### config.mk
export PLATFORM = sky130hd
export DESIGN_NAME = axis_cpu_cmd_master
export DESIGN_NICKNAME = d
export VERILOG_FILES = /design/src/rtl/axis_cpu_cmd_master.sv
export SDC_FILE = /design/constraint.sdc
export NUM_CORES = 1
export LEC_CHECK = 0
export ABC_CLOCK_PERIOD_IN_PS = 3000
export CAP_MARGIN = 20
export CORE_AREA = 2 2 106 108
export DETAILED_ROUTE_END_ITERATION = 10
export DIE_AREA = 0 0 108 110
export PLACE_DENSITY_LB_ADDON = 0.1
export SYNTH_ARGS = -nofsm -noshare
export SYNTH_HDL_FRONTEND = slang
export SYNTH_SLANG_ARGS = --single-unit
### constraint.sdc
create_clock -name clk -period 3 [get_ports clk]
set_clock_uncertainty 0.15 [all_clocks]
set_input_delay 0.45 -clock clk [delete_from_list [all_inputs] [get_ports clk]]
set_output_delay 0.45 -clock clk [all_outputs]
set_load 0.02 [all_outputs]
### src/rtl/axis_cpu_cmd_master.sv
// Host-side master of the axis_cpu command ring: issues host commands, matches read responses.
// Optional macro CMD_MASTER_ERRCNT_EN adds a saturating timeout counter on output err_count.
module axis_cpu_cmd_master #(
  parameter int CPU_ID_WIDTH = 12,
  parameter int TIMEOUT      = 255
) (
  input  logic        clk,
  input  logic        rst,
  input  logic [31:0] prog_TDATA,
  input  logic        prog_TVALID,
  output logic        prog_TREADY,
  input  logic        prog_TLAST,
  output logic [31:0] ring_out_TDATA,
  output logic        ring_out_TVALID,
  input  logic [31:0] ring_in_TDATA,
  input  logic        ring_in_TVALID,
  output logic [31:0] resp_TDATA,
  output logic        resp_TVALID,
  input  logic        resp_TREADY,
  output logic        resp_TUSER,
`ifdef CMD_MASTER_ERRCNT_EN
  output logic [15:0] err_count,
`endif
  output logic        busy,
  output logic        prog_done
);
  localparam int          ID_LSB   = 18;
  localparam logic [15:0] CNT_LAST = 16'(TIMEOUT - 1);

  typedef enum logic [2:0] {S_IDLE, S_WDATA, S_WZERO, S_WAIT, S_RDATA, S_RESP} state_t;
  typedef enum logic [1:0] {OP_NOP = 2'b00, OP_WR = 2'b01, OP_RD = 2'b10, OP_RAW = 2'b11} op_t;

  state_t                  r_state, w_next;
  logic                    r_run;
  logic                    r_last;
  logic [CPU_ID_WIDTH-1:0] r_pend_id;
  logic [15:0]             r_cnt;
  logic [31:0]             r_out_data;
  logic                    r_out_vld;
  logic [31:0]             r_resp_data;
  logic                    r_resp_user;
  logic                    r_done;

  op_t         w_op;
  logic        w_hs;
  logic        w_hdr_match;
  logic        w_expired;
  logic        w_issue;
  logic [31:0] w_issue_data;
  logic        w_done;
  logic        w_start_rd;
  logic        w_load_resp;
  logic [31:0] w_resp_data;
  logic        w_resp_user;
  logic        w_timeout;

  assign w_op        = op_t'(prog_TDATA[31:30]);
  // r_run keeps TREADY low while reset is held and for the first edge after release
  assign prog_TREADY = r_run && (r_state == S_IDLE || r_state == S_WDATA);
  assign w_hs        = prog_TVALID && prog_TREADY;
  assign w_hdr_match = ring_in_TVALID && (ring_in_TDATA[31:30] == 2'b10) &&
                       (ring_in_TDATA[ID_LSB +: CPU_ID_WIDTH] == r_pend_id);
  assign w_expired   = (r_cnt >= CNT_LAST);

  always_ff @(posedge clk or posedge rst) begin
    if (rst) r_state <= S_IDLE;
    else     r_state <= w_next;
  end

  always_comb begin
    w_next       = r_state;
    w_issue      = 1'b0;
    w_issue_data = prog_TDATA;
    w_done       = 1'b0;
    w_start_rd   = 1'b0;
    w_load_resp  = 1'b0;
    w_resp_data  = ring_in_TDATA;
    w_resp_user  = 1'b0;
    w_timeout    = 1'b0;
    case (r_state)
      S_IDLE: begin
        if (w_hs) begin
          case (w_op)
            OP_NOP: w_done = prog_TLAST;
            OP_WR: begin
              w_issue = 1'b1;
              // a WR header carrying TLAST has no data word coming; pad with zero
              w_next  = prog_TLAST ? S_WZERO : S_WDATA;
            end
            OP_RD: begin
              w_issue    = 1'b1;
              w_start_rd = 1'b1;
              w_next     = S_WAIT;
            end
            default: begin
              w_issue = 1'b1;
              w_done  = prog_TLAST;
            end
          endcase
        end
      end
      S_WDATA: begin
        if (w_hs) begin
          w_issue = 1'b1;
          w_done  = prog_TLAST;
          w_next  = S_IDLE;
        end
      end
      S_WZERO: begin
        w_issue      = 1'b1;
        w_issue_data = 32'h0;
        w_done       = 1'b1;
        w_next       = S_IDLE;
      end
      S_WAIT: begin
        if (w_hdr_match)    w_next    = S_RDATA;
        else if (w_expired) w_timeout = 1'b1;
      end
      S_RDATA: begin
        if (ring_in_TVALID) begin
          w_load_resp = 1'b1;
          w_next      = S_RESP;
        end else if (w_expired) begin
          w_timeout = 1'b1;
        end
      end
      S_RESP: begin
        if (resp_TREADY) begin
          w_done = r_last;
          w_next = S_IDLE;
        end
      end
      default: w_next = S_IDLE;
    endcase
    if (w_timeout) begin
      w_load_resp = 1'b1;
      w_resp_data = 32'hDEADBEEF;
      w_resp_user = 1'b1;
      w_next      = S_RESP;
    end
  end

  always_ff @(posedge clk or posedge rst) begin
    if (rst) begin
      r_run       <= 1'b0;
      r_last      <= 1'b0;
      r_pend_id   <= '0;
      r_cnt       <= '0;
      r_out_data  <= '0;
      r_out_vld   <= 1'b0;
      r_resp_data <= '0;
      r_resp_user <= 1'b0;
      r_done      <= 1'b0;
    end else begin
      r_run     <= 1'b1;
      r_out_vld <= w_issue;
      r_done    <= w_done;
      if (w_issue) r_out_data <= w_issue_data;
      if (w_start_rd) begin
        r_pend_id <= prog_TDATA[ID_LSB +: CPU_ID_WIDTH];
        r_last    <= prog_TLAST;
        r_cnt     <= '0;
      end else if (r_state == S_WAIT || r_state == S_RDATA) begin
        r_cnt <= r_cnt + 16'd1;
      end
      if (w_load_resp) begin
        r_resp_data <= w_resp_data;
        r_resp_user <= w_resp_user;
      end
    end
  end

`ifdef CMD_MASTER_ERRCNT_EN
  logic [15:0] r_err_cnt;

  always_ff @(posedge clk or posedge rst) begin
    if (rst)                                    r_err_cnt <= '0;
    else if (w_timeout && r_err_cnt != 16'hFFFF) r_err_cnt <= r_err_cnt + 16'd1;
  end

  assign err_count = r_err_cnt;
`endif

  assign ring_out_TDATA  = r_out_data;
  assign ring_out_TVALID = r_out_vld;
  assign resp_TDATA      = r_resp_data;
  assign resp_TUSER      = r_resp_user;
  assign resp_TVALID     = (r_state == S_RESP);
  assign busy            = (r_state != S_IDLE);
  assign prog_done       = r_done;
endmodule
Yosys cells after proc, flatten, opt, wreduce, memory -nomap -nowiden. Cells that the tools add are included.

Bits in registers: 100. Bits of input ports: 70. Logic and storage cells: 72.

Add/sub/neg operators: 1. Magnitude comparators: 1. Equality and inequality tests: 15. Muxes and demuxes: 33. Reductions and logical operators: 12.

Operators with widths (count): two-way mux 32 bit (2); two-way mux 16 bit (2); two-way mux 3 bit (6); two-way mux 1 bit (17); adder 16 x 1 -> 16 bit (second input constant) (1); >= comparator 16 x 8 -> 1 bit (second input constant) (1); one-hot mux 3 bit (5 select lines) (1); equality test 12 bit (1); != test 3 bit (second input constant) (4); equality test 3 x 2 -> 1 bit (second input constant) (2); equality test 3 bit (second input constant) (2); one-hot mux 3 bit (2 select lines) (1); AND reduction 6 bit (1); equality test 2 bit (second input constant) (2); logical AND 1 bit (4); != test 4 x 2 -> 1 bit (second input constant) (1); one-hot mux 1 bit (4 select lines) (1); equality test 3 x 1 -> 1 bit (second input constant) (1); logical NOT 3 bit (1); != test 3 x 1 -> 1 bit (second input constant) (1); one-hot mux 1 bit (3 select lines) (1); nonzero test 3 bit (1); equality test 2 x 1 -> 1 bit (second input constant) (1); logical NOT 2 bit (1); other kinds (5) (6).

Longest topological paths before layout. Gate-level depths: netlist (run 1).

Depth in word-level cells: 7. Depth in mapped cells: 8.

Least setup slack after synthesis (run 1). Ideal clock, no wire load.

Kind: reg-to-reg. Start point: reg r_state[2]. End point: reg r_pend_id[10]. Arrival: 1.675 ns. Data required time: 2.725 ns. Path slack: 1.050 ns. Cell stages (with the launch flop): 6. Buffers on the path: 2. Cells stage by stage: dfrtp_1 -> buf_2 -> or3_1 -> nor2_1 -> buf_4 -> mux2_2.

Cells in the longest elaborated chain, start to end: 6. Elaborated cells between the ends (all ways): 7. Those cells by class: eq/ne: 1; mux: 2; reduce/logical: 4.

RTL lines: from (decl) (RTL line 33) `state_t r_state, w_next;`; from (signal assigned) (RTL line 67) `else r_state <= w_next;`; equality test 3 x 1 -> 1 bit / logical NOT 3 bit (equally long branches) (RTL line 59, 80); logical OR 1 bit (RTL line 59) `assign prog_TREADY = r_run && (r_state == S_IDLE || r_state == S_WDATA);`; logical AND 1 bit (RTL line 59); logical AND 1 bit (RTL line 60) `assign w_hs = prog_TVALID && prog_TREADY;`; two-way mux 1 bit (RTL line 82) `if (w_hs) begin`; two-way mux 1 bit (*) (RTL line 80) `case (r_state)`; to (signal assigned) (RTL line 160) `r_pend_id <= prog_TDATA[ID_LSB +: CPU_ID_WIDTH];`; to (decl) (RTL line 36) `logic [CPU_ID_WIDTH-1:0] r_pend_id;`.

Every way passes the cells marked *; elsewhere a longest branch is shown, timed or not. A chain may end at the register's enable or synchronous reset.

Worst setup path after layout (run 1).
Start point: reg r_state[2]. End point: out busy.

Cells in the longest elaborated chain, start to end: 1.

RTL lines: nonzero test 3 bit (RTL line 189) `assign busy = (r_state != S_IDLE);`; to (decl) (RTL line 24) `output logic busy,`.

No other way between the ends.

==> impl_metrics.tcl, run 1 <==
set metrics [dict create \
    area_delta_synth_final_pct 39.39 \
    drtIter0Drc 207 \
    drc 0 \
    path_clk_slew_ns 0.09 \
    arrival_ns 1.95 \
    power.switching_mw 2.533 \
    power_frac_seq 0.384 \
    syn_area_per_cell_sq_um 9.523 \
    p_sw_frac 0.3976 \
    die_h_microns 110 \
    critPathCaptureType "output port" \
    rsz0062_at_grt "false" \
    synth_enable_flop_cells 0 \
    insertion_delay_ns 0.38 \
    grt_max_degree 101 \
    wl_per_cell_microns 15.11 \
    cts_max_path_buffers 2 \
    dp_hpwl_microns 7847 \
    irDropWorstVdd_mv 0.5198 \
    whs_path_depth 2 \
    fp.coreArea_sq_mm 0.01070 \
    ant_nets 0 \
    path_max_fanout 11 \
    stdcell_count 743 \
    yosysSeqAreaShare 0.5651 \
    cts_root_buf "clkbuf_8" \
    grt-ovfl-total 0 \
    r2r-end "r_cnt[6]" \
    ys.flop_type "dfrtp_1" \
    gp_congestion 0.7499 \
    grt_use_total 0.1989 \
    postCtsSetupRepairBufs 0 \
    post-route-period-util 0.8485 \
    netlist_area_sq_mm 0.004428 \
    relSlewSlack 0.5740 \
    ys_warn_count 0 \
    maxSlewViolCount 0 \
    layout_min_cycle_time_ns 2.545 \
    p_leak_nw 2.782 \
    r2r_cells 4 \
    place_area_sq_mm 0.005957 \
    setup_viol 0 \
    hold_buffers 0 \
    drive_gt1_frac 0.07960 \
    cts_resized 0 \
    postSynthCellCount 465 \
    fin_nets 672 \
    ys_seq_elements 100 \
    setup_tns_ns 0 \
    antenna_found_initial 0 \
    reg2reg_slack_ns 0.89 \
    synthArstFlopShare 1.000 \
    worstHoldEndpoint "ring_out_TDATA[6]" \
    dpl_worst_slack_ns 0.4182 \
    total_power_mw 6.372 \
    dp_cells 727 \
    vias_per_cell 4.941 \
    rr_startpoint "r_state[2]" \
    synthesis.nets 539 \
    routed_wirelength_microns 11230 \
    worstHoldStart "ring_out_TDATA[6]" \
    drt-pass1-iter-count 4 \
    hold_path_class "reg -> reg" \
    power_per_cell_area_mw_per_mm2 1032 \
    mostFrequentLayoutCell "nand2_1" \
    cts_buffers 9 \
    htreeDepth 3 \
    die-area_sq_mm 0.01188 \
    cts_tree "done" \
    cp.required_ns 2.40 \
    crit_path_start_kind "register" \
    crit_type "reg -> out" \
    grt_pass1_vias 3631 \
    grt_pass1_wl_microns 18170 \
    fin_ws_ns 0.4546 \
    fmaxAchievable_ghz 0.3929 \
    power_frac_comb 0.469 \
    worst_slew_pin_slew_ns 0.6363 \
    drv_cap 0 \
    status "completed" \
    top_level_ports 140 \
    portBuffers 139 \
    yosysUniqueCellTypes 38 \
    start_util 0.4139 \
    num-fill-cells 994 \
    fin_util 0.5770 \
    p_int_mw 3.839 \
    most-common-layout-cells "nand2_1, clkdlybuf4s50_1, dfrtp_1, nand3_1, a21oi_1" \
    whs_ns 0.3194 \
    diodes 0 \
    hold_viol 0 \
    rows 38 \
    vias 3671 \
    final_area_sq_mm 0.006172 \
    cts.sink_count 100 \
    clockPowerShare 0.147 \
    die_w_microns 108 \
]
[cells by family after synthesis]
group | synth area share
other | 0.0008469
xor gates and xnor gates | 0.04549
DFF | 0.5651
and+or+nand+nor | 0.2540
adders and majority gates | 0.01130
muxes | 0.03560
buffers and inverters | 0.03815
AOI/OAI and AO/OA | 0.04945
[worst max-delay path, stage by stage, from the launching register on]
cell and delay (ns):
dfrtp_1 0.52, or3_1 0.47, clkdlybuf4s50_1 0.58
[power by group through the flow]
stage                     clock network (mW)  registers (mW)  logic [mW]
after floorplan                            0            2.85        1.33
after global placement                     0            2.44        2.96
after detailed placement                   0            2.47        3.02
after CTS                              0.974            2.45        3.03
after global routing                    1.03            2.54        3.28
final                                  0.936            2.45        2.99
[synth_stat cells, types with 2 or more instances]
master | instances | area [sq um]
nor3_1 | 8 | 40.04
nor2_1 | 17 | 63.81
xor2_1 | 14 | 122.6
buf_4 | 3 | 22.52
nand2_1 | 141 | 529.3
and2_1 | 2 | 12.51
xnor2_1 | 9 | 78.83
mux2_2 | 14 | 157.7
inv_1 | 9 | 33.78
or3_1 | 6 | 37.54
ha_1 | 4 | 50.05
nand4_1 | 3 | 18.77
clkbuf_1 | 10 | 37.54
a211oi_1 | 3 | 22.52
dfrtp_1 | 100 | 2502
o211ai_1 | 3 | 22.52
buf_2 | 12 | 60.06
or2_2 | 2 | 12.51
nand3_1 | 62 | 310.3
o21ai_0 | 5 | 25.02
a21oi_1 | 17 | 85.08
nor3b_1 | 2 | 15.01
nor4_1 | 4 | 25.02
[sequential cells by signal, indices dropped and copies added (netlist names)]
signal and cells:
prog_done 1, r_cnt 16, r_last 1, r_pend_id 12, r_run 1, r_state 3, resp_TDATA 32, resp_TUSER 1
ring_out_TDATA 32, ring_out_TVALID 1
[layer usage]
metal	vias to the layer above	global-route usage	part of all wire
met5	-	0	0
met4	0	0.06868	0.020
met3	19	0.07407	0.061
met2	84	0.3131	0.48
met1	1771	0.2542	0.44
li1	1797	-	-
[how the worst max path moves through the flow]
| stage | start | slack [ns] | endpoint | cells after the start |
|---|---|---|---|---|
| 2_1_floorplan | r_state[2] | 1.05 | r_pend_id[10] | 5 |
| 3_5_place_dp | prog_TDATA[31] | 0.42 | r_state[2] | 8 |
| 4_1_cts | r_state[2] | 0.43 | busy | 2 |
| 6_report | r_state[2] | 0.45 | busy | 2 |
| 3_3_place_gp | prog_TDATA[30] | 0.51 | r_state[2] | 8 |
| 5_1_grt | r_state[2] | 0.39 | busy | 2 |
[cell type report]
type,count,area (sq um),share of cell area
sequential,100,2502,0.4054
multi-input combinational,329,1763,0.2856
timing repair buffer,149,1479,0.2396
tap,140,175.2,0.02838
clock buffer,9,123.9,0.02007
clock inverter,7,91.34,0.01480
inverter,9,37.54,0.006081
No activity file was read; power rests on OpenSTA's default activity.
==> inputs of run 2 (changes only) <==
Settings changed: ABC_CLOCK_PERIOD_IN_PS 3000 to 2050.
Clock period 3 ns to 2.05 ns, I/O delays scaled along.
==> run 2 against run 1 <==
Compared with the run above:
- via count is 2.5% higher
- critical endpoint is now prog_TREADY
- worst hold slack worse by 0.093 ns
- clock power is 41% higher
- global-route usage is 0.097 points lower
- largest power group unchanged
- design area is 2.7% higher
- sequential cell count stayed put
- register-to-register slack worse by 0.76 ns
- non-clock buffer count is 18 higher
- critical path type unchanged
- sequential power is 45% higher
==> impl_metrics.tcl, run 2 (synthesized netlist as in run 1, its figures left out) <==
set metrics [dict create \
    status "completed" \
    drv_cap 0 \
    r2r_cells 4 \
    fp.coreArea_sq_mm 0.01070 \
    power_per_cell_area_mw_per_mm2 1497 \
    vias 3764 \
    drc 0 \
    top_level_ports 140 \
    relSlewSlack 0.6177 \
    diodes 0 \
    fin_util 0.5927 \
    path_clk_slew_ns 0.09 \
    die-area_sq_mm 0.01188 \
    drive_gt1_frac 0.1097 \
    path_cells "nor3b_1 > dlygate4sd2_1" \
    grt-ovfl-total 0 \
    grt_pass1_vias 3685 \
    layout_min_cycle_time_ns 1.942 \
    cts_root_buf "clkbuf_8" \
    hold_buffers 0 \
    crit_type "reg -> out" \
    most-common-layout-cells "nand2_1, clkdlybuf4s50_1, dfrtp_1, nand3_1, buf_4" \
    drtIter0Drc 224 \
    ant_nets 0 \
    grt_max_degree 70 \
    start_util 0.4139 \
    cts_max_path_buffers 2 \
    irDropWorstVdd_mv 0.9766 \
    vias_per_cell 4.953 \
    dp_hpwl_microns 8133 \
    rr_startpoint "r_state[0]" \
    p_leak_nw 2.889 \
    worst_slew_pin_slew_ns 0.5709 \
    whs_ns 0.2268 \
    insertion_delay_ns 0.38 \
    maxSlewViolCount 0 \
    drt-pass1-iter-count 4 \
    rows 38 \
    area_delta_synth_final_pct 43.20 \
    wl_per_cell_microns 14.97 \
    grt_pass1_wl_microns 18210 \
    fin_nets 690 \
    routed_wirelength_microns 11380 \
    slowest_stage "dfrtp_1" \
    num-fill-cells 958 \
    hold_viol 0 \
    crit_path_start_kind "register" \
    grt_use_total 0.1980 \
    fmaxAchievable_ghz 0.5150 \
    die_h_microns 110 \
    die_w_microns 108 \
    cts.sink_count 100 \
    hold_path_class "in -> async" \
    portBuffers 139 \
    post-route-period-util 0.9473 \
    critPathCaptureType "output port" \
    htreeDepth 3 \
    r2r-end "r_cnt[8]" \
    cts_tree "done" \
    slowest_delay_ns 0.47 \
    gp_congestion 0.7921 \
    reg2reg_slack_ns 0.13 \
    arrival_ns 1.48 \
    cts_buffers 9 \
    antenna_found_initial 0 \
    cp.required_ns 1.59 \
    setup_viol 0 \
    mostFrequentLayoutCell "nand2_1" \
    path_max_fanout 6 \
]
[run 2: layout make-up]
cell class | instances | area (sq um) | area share
inverters | 9 | 37.54 | 0.005919
clock buffers | 9 | 123.9 | 0.01953
flip-flops and latches | 100 | 2505 | 0.3950
multi-input cells | 329 | 1763 | 0.2780
clock inverters | 6 | 80.08 | 0.01263
well taps | 140 | 175.2 | 0.02762
repair buffers | 167 | 1657 | 0.2612
[run 2: power by group]
part | switching, mW | total [mW] | internal, mW | leakage, nW
clock | 0.649 | 1.32 | 0.672 | 0.109
combinational | 2.41 | 4.62 | 2.21 | 1.58
sequential | 0.649 | 3.55 | 2.90 | 1.20
total | 3.71 | 9.49 | 5.78 | 2.89
[run 2: what timing repair did]
action / in CTS / in global routing
endpoints found under the hold margin: 0 / 0
resized for setup: 7 / 1
setup buffers: 0 / 2
endpoints found under the setup margin: 3 / 3
[run 2: through the flow]
stage               std cells  power [mW]  setup slack [ns]  area (sq um)  setup TNS, ns
CTS                       758       9.593           0.01024          6332              0
floorplan                 465       6.112           0.09972          4432              0
detailed placement        743       8.233           -0.2370          6127         -5.515
global placement          743       8.106           -0.1924          6127         -4.270
global route              760       10.20          -0.01892          6341       -0.03126
finish                    760       9.492            0.1081          6341              0
[run 2: worst max-delay path by stage]
| stage | startpoint | to | slack (ns) | cells past startpoint |
|---|---|---|---|---|
| 2_1_floorplan | r_state[2] | r_pend_id[10] | 0.1 | 5 |
| 3_3_place_gp | prog_TDATA[30] | r_state[2] | -0.19 | 9 |
| 3_5_place_dp | prog_TDATA[30] | r_state[2] | -0.24 | 9 |
| 4_1_cts | r_state[2] | busy | 0.01 | 2 |
| 5_1_grt | prog_TDATA[30] | r_state[2] | -0.02 | 9 |
| 6_report | r_state[1] | prog_TREADY | 0.11 | 2 |
[run 2: routing by layer]
layer  wire, microns  vias up  global-route usage
li1                -     1826                   -
met1            4897     1828              0.2486
met2            5561       96              0.3212
met3             714       14             0.07055
met4             206        0             0.06410
met5               0        -                   0
[run 2: worst max-delay path, delay by kind of cell (launching register included)]
| kind | cells | cell delay, ns |
|---|---|---|
| flops | 1 | 0.47 |
| buf+inv | 1 | 0.38 |
| simple gates | 1 | 0.26 |
